### src/rtl/gat_bram_load_bridge.sv
// gat_bram_load_bridge: host-to-core BRAM bridge for the GAT accelerator.
// Decodes host byte-addressed writes into per-channel word-addressed BRAM
// write strobes (payload truncated to DATA_W), tracks per-channel load counts
// with an EMPTY/LOADING/DONE FSM, and provides a latency-tracked readback path.
// Ports:
//   clk, rst_n                    clock, async active-low reset
//   soft_clr                      synchronous clear for a new load session
//   cfg_expected, host_load_done  per-channel expected count / manual done
//   host_ena/wea/addr/din         host write port
//   bram_ena/wea/addra/din        per-channel BRAM write port (registered)
//   load_done, all_load_done      per-channel / global done status
//   err_range, err_overflow       sticky reject flags
//   dbg_status                    packed status word
//   rd_en, rd_addr                readback request
//   core_rd_addr, core_rd_data    core BRAM read port (addr is combinational)
//   rd_data, rd_valid             registered readback result
module gat_bram_load_bridge #(
  parameter int unsigned TOP_WIDTH   = 32,
  parameter int unsigned NUM_CH      = 4,
  parameter int unsigned DATA_W      = 20,
  parameter int unsigned ADDR_W      = 18,
  parameter int unsigned CH_SEL_W    = (NUM_CH > 1) ? $clog2(NUM_CH) : 1,
  parameter int unsigned HOST_ADDR_W = ADDR_W + CH_SEL_W + 2,
  parameter int unsigned CNT_W       = ADDR_W + 1,
  parameter int unsigned AUTO_DONE   = 1,
  parameter int unsigned RD_LAT      = 2,
  parameter int unsigned RD_DATA_W   = 32
) (
  input  logic                      clk,
  input  logic                      rst_n,
  input  logic                      soft_clr,
  input  logic [NUM_CH*CNT_W-1:0]   cfg_expected,
  input  logic [NUM_CH-1:0]         host_load_done,
  input  logic                      host_ena,
  input  logic                      host_wea,
  input  logic [HOST_ADDR_W-1:0]    host_addr,
  input  logic [TOP_WIDTH-1:0]      host_din,
  output logic [NUM_CH-1:0]         bram_ena,
  output logic [NUM_CH-1:0]         bram_wea,
  output logic [NUM_CH*ADDR_W-1:0]  bram_addra,
  output logic [NUM_CH*DATA_W-1:0]  bram_din,
  output logic [NUM_CH-1:0]         load_done,
  output logic                      all_load_done,
  output logic                      err_range,
  output logic                      err_overflow,
  output logic [TOP_WIDTH-1:0]      dbg_status,
  input  logic                      rd_en,
  input  logic [ADDR_W+1:0]         rd_addr,
  output logic [ADDR_W-1:0]         core_rd_addr,
  input  logic [RD_DATA_W-1:0]      core_rd_data,
  output logic [TOP_WIDTH-1:0]      rd_data,
  output logic                      rd_valid
);

  localparam logic [CNT_W-1:0] CNT_MAX = '1;

  typedef enum logic [1:0] {
    ST_EMPTY   = 2'd0,
    ST_LOADING = 2'd1,
    ST_DONE    = 2'd2
  } ch_state_e;

  ch_state_e        state_q [NUM_CH];
  ch_state_e        state_d [NUM_CH];
  logic [CNT_W-1:0] cnt_q   [NUM_CH];
  logic [CNT_W-1:0] cnt_d   [NUM_CH];
  logic [CNT_W-1:0] exp_q   [NUM_CH];
  logic [CNT_W-1:0] exp_d   [NUM_CH];
  logic [CNT_W-1:0] exp_eff;
  logic [NUM_CH-1:0] fwd_d;
  logic [NUM_CH-1:0] load_done_d;
  logic              err_range_d;
  logic              err_overflow_d;
  logic [TOP_WIDTH-1:0] dbg_d;

  logic                wr_acc;
  logic [CH_SEL_W-1:0] wr_ch;
  logic [ADDR_W-1:0]   wr_word;
  logic [RD_LAT-1:0]   rd_vld_sr;
  logic                unused_ok;

  // Host address decode; byte offset bits and payload MSBs are intentionally dropped.
  assign wr_acc       = host_ena & host_wea;
  assign wr_ch        = host_addr[HOST_ADDR_W-1:ADDR_W+2];
  assign wr_word      = host_addr[ADDR_W+1:2];
  assign core_rd_addr = rd_addr[ADDR_W+1:2];
  assign unused_ok    = ^{host_addr[1:0], host_din, rd_addr[1:0], core_rd_data};

  // Channel FSMs, counters and reject flags (next-state).
  always_comb begin
    err_range_d    = err_range;
    err_overflow_d = err_overflow;
    fwd_d          = '0;
    exp_eff        = '0;
    for (int unsigned c = 0; c < NUM_CH; c++) begin
      state_d[c] = state_q[c];
      cnt_d[c]   = cnt_q[c];
      exp_d[c]   = exp_q[c];
    end

    if (soft_clr) begin
      // Clear wins over any write or manual done in the same cycle.
      err_range_d    = 1'b0;
      err_overflow_d = 1'b0;
      for (int unsigned c = 0; c < NUM_CH; c++) begin
        state_d[c] = ST_EMPTY;
        cnt_d[c]   = '0;
        exp_d[c]   = '0;
      end
    end else begin
      if (wr_acc && (32'(wr_ch) >= NUM_CH)) err_range_d = 1'b1;
      for (int unsigned c = 0; c < NUM_CH; c++) begin
        if (wr_acc && (32'(wr_ch) == c)) begin
          if (state_q[c] == ST_DONE) begin
            err_overflow_d = 1'b1;
          end else begin
            fwd_d[c] = 1'b1;
            cnt_d[c] = (cnt_q[c] == CNT_MAX) ? cnt_q[c] : cnt_q[c] + CNT_W'(1);
            // Expected count is captured on the first write of the session.
            exp_eff  = (state_q[c] == ST_EMPTY) ? cfg_expected[c*CNT_W +: CNT_W] : exp_q[c];
            exp_d[c] = exp_eff;
            if ((AUTO_DONE != 0) && (exp_eff != '0) && (cnt_d[c] == exp_eff))
              state_d[c] = ST_DONE;
            else
              state_d[c] = ST_LOADING;
          end
        end
        if (host_load_done[c]) state_d[c] = ST_DONE;
      end
    end

    for (int unsigned c = 0; c < NUM_CH; c++)
      load_done_d[c] = (state_d[c] == ST_DONE);

    dbg_d                 = '0;
    dbg_d[NUM_CH-1:0]     = load_done_d;
    dbg_d[16]             = err_range_d;
    dbg_d[17]             = err_overflow_d;
    dbg_d[31]             = &load_done_d;
  end

  // Write-side state and the one-stage BRAM write pipeline.
  always_ff @(posedge clk or negedge rst_n) begin
    if (!rst_n) begin
      for (int unsigned c = 0; c < NUM_CH; c++) begin
        state_q[c] <= ST_EMPTY;
        cnt_q[c]   <= '0;
        exp_q[c]   <= '0;
      end
      bram_ena      <= '0;
      bram_wea      <= '0;
      bram_addra    <= '0;
      bram_din      <= '0;
      load_done     <= '0;
      all_load_done <= 1'b0;
      err_range     <= 1'b0;
      err_overflow  <= 1'b0;
      dbg_status    <= '0;
    end else begin
      for (int unsigned c = 0; c < NUM_CH; c++) begin
        state_q[c] <= state_d[c];
        cnt_q[c]   <= cnt_d[c];
        exp_q[c]   <= exp_d[c];
        if (fwd_d[c]) begin
          bram_addra[c*ADDR_W +: ADDR_W] <= wr_word;
          bram_din[c*DATA_W +: DATA_W]   <= host_din[DATA_W-1:0];
        end
      end
      bram_ena      <= fwd_d;
      bram_wea      <= fwd_d;
      load_done     <= load_done_d;
      all_load_done <= &load_done_d;
      err_range     <= err_range_d;
      err_overflow  <= err_overflow_d;
      dbg_status    <= dbg_d;
    end
  end

  // Readback: valid shift register tracks requests through the core BRAM latency.
  always_ff @(posedge clk or negedge rst_n) begin
    if (!rst_n) begin
      rd_vld_sr <= '0;
      rd_valid  <= 1'b0;
      rd_data   <= '0;
    end else begin
      rd_vld_sr <= RD_LAT'({rd_vld_sr, rd_en});
      rd_valid  <= rd_vld_sr[RD_LAT-1];
      if (rd_vld_sr[RD_LAT-1]) rd_data <= TOP_WIDTH'(core_rd_data);
    end
  end

endmodule
### config.mk
export PLATFORM = sky130hd
export DESIGN_NAME = gat_bram_load_bridge
export DESIGN_NICKNAME = d
export VERILOG_FILES = /design/src/rtl/gat_bram_load_bridge.sv
export SDC_FILE = /design/constraint.sdc
export NUM_CORES = 1
export LEC_CHECK = 0
export CAP_MARGIN = 15
export CORE_MARGIN = 8
export CORE_UTILIZATION = 45
export DETAILED_ROUTE_END_ITERATION = 16
export PLACE_DENSITY = 0.73
export SETUP_SLACK_MARGIN = 0.4
export SKIP_CTS_REPAIR_TIMING = 1
export SYNTH_ARGS = -nofsm -noshare
export SYNTH_HDL_FRONTEND = slang
export SYNTH_SLANG_ARGS = --single-unit
### constraint.sdc
create_clock -name clk -period 6 [get_ports clk]
set_input_delay 1.2 -clock clk [delete_from_list [all_inputs] [get_ports clk]]
set_output_delay 1.2 -clock clk [all_outputs]
set_load 0.03 [all_outputs]
==> results.ini, run 1 <==
[outcome]
status = complete, no violations

[floorplan]
die_area_um2 = 48400
core.rowCount = 74
die_h_um = 220
initial_utilization_pct = 45.7
core_area_um2 = 41000
pin_count = 442
fp.dieW_um = 220

[placed_design]
dp_hpwl_um = 40500
dp_slack_ns = 1.56
gp_congestion = 0.896
portBuffers = 362

[finish]
nets = 2293
fin_util_pct = 58.2
most-common-layout-cells = 360 x clkdlybuf4s50_1, 357 x dfrtp_1, 187 x mux2_2
final_common_cell = clkdlybuf4s50_1
area_growth_pct = 27.5
drive_above_1_share_pct = 14.3

[route]
wirelength_um = 55900
vias = 15000
post_drt_wl_per_cell_um = 21.0
via_per_inst = 5.63
antenna_left = 0
drtIter0Drc = 1201
dr.pass1.iters = 5
drc = 0

[setup_path]
r2r_slack_ns = 2.11
crit_path_max_fanout = 9
startpoint = cnt_q[57]
worstPathArrival_ns = 4.34
startpoint_type = flop
worstRegToRegCells = 9
worstPathRequired_ns = 6.46
criticalPathCategory = flop to flop
r2r_end = dbg_status[31]
crit_end = dbg_status[31]
setup.worst_path.end_class = flop
worstReg2RegStart = cnt_q[57]

[synth]
ys_ff_latch = 357
syn_area_um2 = 18700
postSynthAreaPerCell_um2 = 10.4
netlist_instances = 1798
seq_area_frac_synth_pct = 47.7
synth_edf_count = 0
ys_types = 79
ys_warn_count = 0
synth_ff_type = dfrtp_1
async_flop_share_pct = 100

[sta]
slew_viol_final = 0
hold_viol_final = 0
rsz0062_at_grt = no
worst_pin_slew_ns = 1.03
final.min_clock_period_ns = 3.89
hold_slack_ns = 0.351
finalSetupViolations = 0
period_share_pct = 64.8
max_freq_ghz = 0.257
fin_skew_ns = 0.0214
fin_ws_ns = 2.11
tns_ns = 0
slew_headroom_pct = 31.2

[global_routing]
grt_max_degree = 133
grt_usage_pct = 22.7
overflow = 0
first_global_vias = 15700
grt_pass1_wl_um = 87200
grt_antenna_before_repair = 2

[clocking]
h-tree-depth = 2
cts_buffers = 41
clockBufferDepth = 3
cts_tree = built
clkSinkCount = 357
clkLatencyLatePin_ns = 0.57
path_clk_slew_ns = 0.06
cts_root_buf = clkbuf_16

[power_and_ir_drop]
ir_worst_vdd_mv = 0.263
power_density_nw_per_um2 = 305
total_leakage_power_nw = 9.88

[worst_hold_path]
min_from = rd_vld_sr[0]
worstHoldPathType = flop to flop

[job]
cap_violations = 0

==> cell usage after synthesis (all sizes together) (3+ instances only) <==
cell type,number,area share [%]
dfrtp,357,48
mux2,187,11
nor2,159,3.2
nand2,156,3.1
mux2i,109,5.8
buf,92,3.2
a21oi,83,2.2
xnor2,77,3.6
clkbuf,59,1.2
nor3,54,1.4
xor2,51,2.4
nand3,50,1.3
nor4,42,1.4
o21ai,37,0.99
nand4,35,1.3
and3,23,0.77
or3,23,0.78
a211oi,18,0.75
and4,17,0.80
a31oi,15,0.50
nand2b,12,0.40
and2,11,0.37
o22ai,10,0.33
or4,10,0.43
inv,9,0.18
nor3b,8,0.32
o21a,7,0.28
or2,7,0.23
a211o,6,0.28
a41oi,6,0.28
o31ai,6,0.24
nor2b,5,0.17
ha,4,0.27
o211ai,4,0.16
or3b,4,0.19
a2111oi,3,0.24
a21o,3,0.12
a22oi,3,0.12
a311oi,3,0.14
==> registers in the layout, indices dropped and copies added (netlist names) <==
register and flops:
rd_vld_sr 2, dbg_status 3, rd_data 32, bram_addra 72
cnt_q 76, bram_din 80, bram_wea 4, load_done 3
state_q 8, rd_valid 1, exp_q 76
==> cell families after synthesis <==
| kind of cell | Yosys count | synth area share [%] |
|---|---|---|
| AND/OR/NAND/NOR | 625 | 16.7 |
| flip-flops | 357 | 47.7 |
| multiplexers | 296 | 17.1 |
| AO/OA/AOI/OAI | 227 | 7.76 |
| buffers and inverters | 160 | 4.53 |
| XOR/XNOR | 128 | 5.98 |
| adder cells (fa/ha/maj) | 4 | 0.267 |
| other | 1 | 0.0200 |
==> critical path: stages, from the launching register on <==
cell and delay, ns:
dfrtp_1 0.43, ha_1 0.30, nand3_1 0.37, or2_0 0.44
nor3_1 0.74, o31ai_1 0.25, nor4_1 0.36, nand4_1 0.28
o211a_1 0.35, nor4b_2 0.26
==> per-stage QoR <==
step,power [mW],instances,cell area (um2)
floorplan,3.92,1824,18800
global placement,4.80,2583,22500
detailed placement,4.83,2583,22500
global route,7.60,2655,23900
CTS,7.38,2652,23900
finish,7.29,2656,23900
==> metal layers <==
metal | up-vias | part of all wire [%] | global-route usage [%]
met5 | - | 0.023 | 0
met4 | 2 | 2.2 | 6.87
met3 | 81 | 9.7 | 8.23
met2 | 525 | 48 | 37.3
met1 | 7386 | 40 | 27.6
li1 | 6959 | - | -
==> area by class of cell <==
type / count / area [um2]
Multi-Input combinational cell: 1307 / 9110
Timing Repair Buffer: 381 / 3810
Sequential cell: 357 / 8930
Antenna cell: 1 / 2.50
Clock buffer: 58 / 1200
Clock inverter: 11 / 136
Tap cell: 532 / 666
Inverter: 9 / 33.8
Fill cell: 3429 / 17100
==> power by group <==
part | switching [mW] | total (mW) | internal [mW]
Sequential | 0.165 | 2.85 | 2.69
Combinational | 1.11 | 1.95 | 0.840
Clock | 1.00 | 2.49 | 1.48
==> worst min path at each step <==
stage	endpoint	slack [ns]	cells after the start
global placement	rd_vld_sr[1]	0.34	0
finish	rd_vld_sr[1]	0.35	0
CTS	rd_vld_sr[1]	0.35	0
global route	rd_vld_sr[1]	0.36	0
floorplan	rd_vld_sr[1]	0.33	0
detailed placement	rd_vld_sr[1]	0.35	0
No activity file was read; power rests on OpenSTA's default activity.
==> run 2: changes to the inputs <==
PLACE_DENSITY = 0.76   (was 0.73)
clock period = 3.5 ns   (was 6 ns; I/O delays follow)
==> run 2 against run 1 <==
  * Cell count grew 3.6%
  * Clock power up 91%
  * Non-clock buffer count increased by 89
  * Wire length increased by 6.4%
  * Final area is 4.4% higher
  * Clock skew up 0.0015 ns
  * Sequential share of layout area down 1.5 points
  * Total power grew 79%
  * Largest cell class unchanged
  * Largest power group unchanged
  * Highest routed layer unchanged
==> results.ini, run 2 (synthesis results as in run 1) <==
[outcome]
status = complete, no violations

[finish]
largest_register_ffs = 80
final_common_cell = clkdlybuf4s50_1
regMostFlops = bram_din
fin_cells = 2751
most-common-layout-cells = 360 x clkdlybuf4s50_1, 347 x dfrtp_1, 187 x mux2_2
drive_above_1_share_pct = 19.3
area_growth_pct = 33.1
reg_top3 = bram_din x80, cnt_q x76, exp_q x76
nets = 2383
fillers = 3296

[sta]
period_share_pct = 91.8
rsz0062_at_grt = yes
tns_ns = 0
slew_headroom_pct = 29.3
final.min_clock_period_ns = 3.21
finalSetupViolations = 0
fin_ws_ns = 0.287
worst_pin_slew_ns = 1.06
max_freq_ghz = 0.311
hold_slack_ns = 0.151
fin_skew_ns = 0.0230
slew_viol_final = 0
hold_viol_final = 0

[setup_path]
worstPathRequired_ns = 3.96
r2r_slack_ns = 0.29
worstRegToRegCells = 11
crit_path_max_fanout = 4
r2r_end = dbg_status[31]
criticalPathCategory = flop to flop
startpoint = cnt_q[0]
worstReg2RegStart = cnt_q[0]
crit_end = dbg_status[31]
startpoint_type = flop
setup.worst_path.end_class = flop
worstPathArrival_ns = 3.68

[floorplan]
core_area_um2 = 41000
pin_count = 442
initial_utilization_pct = 45.7
die_h_um = 220
fp.dieW_um = 220
die_area_um2 = 48400
core.rowCount = 74

[route]
drc = 0
via_per_inst = 5.62
antenna_left = 0
post_drt_wl_per_cell_um = 21.6
wirelength_um = 59400
dr.pass1.iters = 5
drtIter0Drc = 920
vias = 15500

[placed_design]
dp.cells = 2665
gp_congestion = 0.911
portBuffers = 362
dp_slack_ns = -0.196
dp_hpwl_um = 43300

[global_routing]
grt_usage_pct = 24.0
grt_pass1_wl_um = 91900
first_global_vias = 16100
grt_max_degree = 85
grt_antenna_before_repair = 4
overflow = 0

[clocking]
clockBufferDepth = 3
path_clk_slew_ns = 0.06
cts_tree = built
cts_root_buf = clkbuf_16
cts_buffers = 42
clkLatencyLatePin_ns = 0.57
clkSinkCount = 357
h-tree-depth = 2

[power_and_ir_drop]
total_leakage_power_nw = 10.4
power_density_nw_per_um2 = 524
p_sw_share_pct = 31.2
ir_worst_vdd_mv = 0.574
p_int_mw = 8.99
power_switching_mw = 4.08
p_clk_share_pct = 36.3
p_comb_share_pct = 26.2
p_seq_share_pct = 37.5

[job]
cap_violations = 0

[worst_hold_path]
worstHoldPathType = input port to asynchronous set/reset pin

run 2: area by class of cell:
class	count	area [um2]	area share [%]
Timing Repair Buffer	470	4540	18.2
Antenna cell	1	2.50	0.0100
Clock buffer	55	1180	4.73
Multi-Input combinational cell	1307	9250	37.1
Tap cell	532	666	2.67
Inverter	9	33.8	0.135
Sequential cell	357	8950	35.9
Clock inverter	20	320	1.28
run 2: power groups by stage:
stage                     logic [mW]  clock network, mW  registers, mW
after global routing            3.60               5.00           4.95
after CTS                       3.44               4.85           4.90
after global placement          3.38                  0           4.91
after detailed placement        3.40                  0           4.94
final                           3.43               4.75           4.90
after floorplan                0.894                  0           5.83
run 2: how the worst min path moves through the flow:
stage | startpoint | endpoint | slack (ns) | depth (start not counted)
final | rst_n | exp_q[48] | 0.15 | 1
after global placement | rd_vld_sr[0] | rd_vld_sr[1] | 0.34 | 0
after floorplan | rd_vld_sr[0] | rd_vld_sr[1] | 0.33 | 0
after CTS | rst_n | exp_q[35] | 0.17 | 1
after global routing | rst_n | exp_q[35] | 0.20 | 1
after detailed placement | rd_vld_sr[0] | rd_vld_sr[1] | 0.34 | 0
run 2: worst max-delay path, stage by stage, from the launching register on:
cell,delay [ns]
dfrtp_1,0.38
ha_1,0.21
and3_2,0.26
nand4_1,0.22
buf_4,0.17
a211oi_1,0.04
or4b_1,0.51
nor4_2,0.25
nand4_1,0.16
or4_4,0.55
a21oi_2,0.17
nor4b_4,0.19
run 2: through the flow:
step	utilization (%)	total power, mW	cell area, um2
after CTS	60.3	13.2	24700
after floorplan	-	6.72	18900
after global placement	56.6	8.29	23200
after detailed placement	56.6	8.35	23200
after global routing	60.8	13.6	24900
final	60.8	13.1	24900
run 2: routing by layer:
metal	GRT usage, %	vias to the layer above	part of all wire [%]
li1	-	7125	-
met1	28.4	7683	39
met2	40.4	542	48
met3	8.60	100	9.3
met4	7.56	4	2.9
met5	0	-	0.050
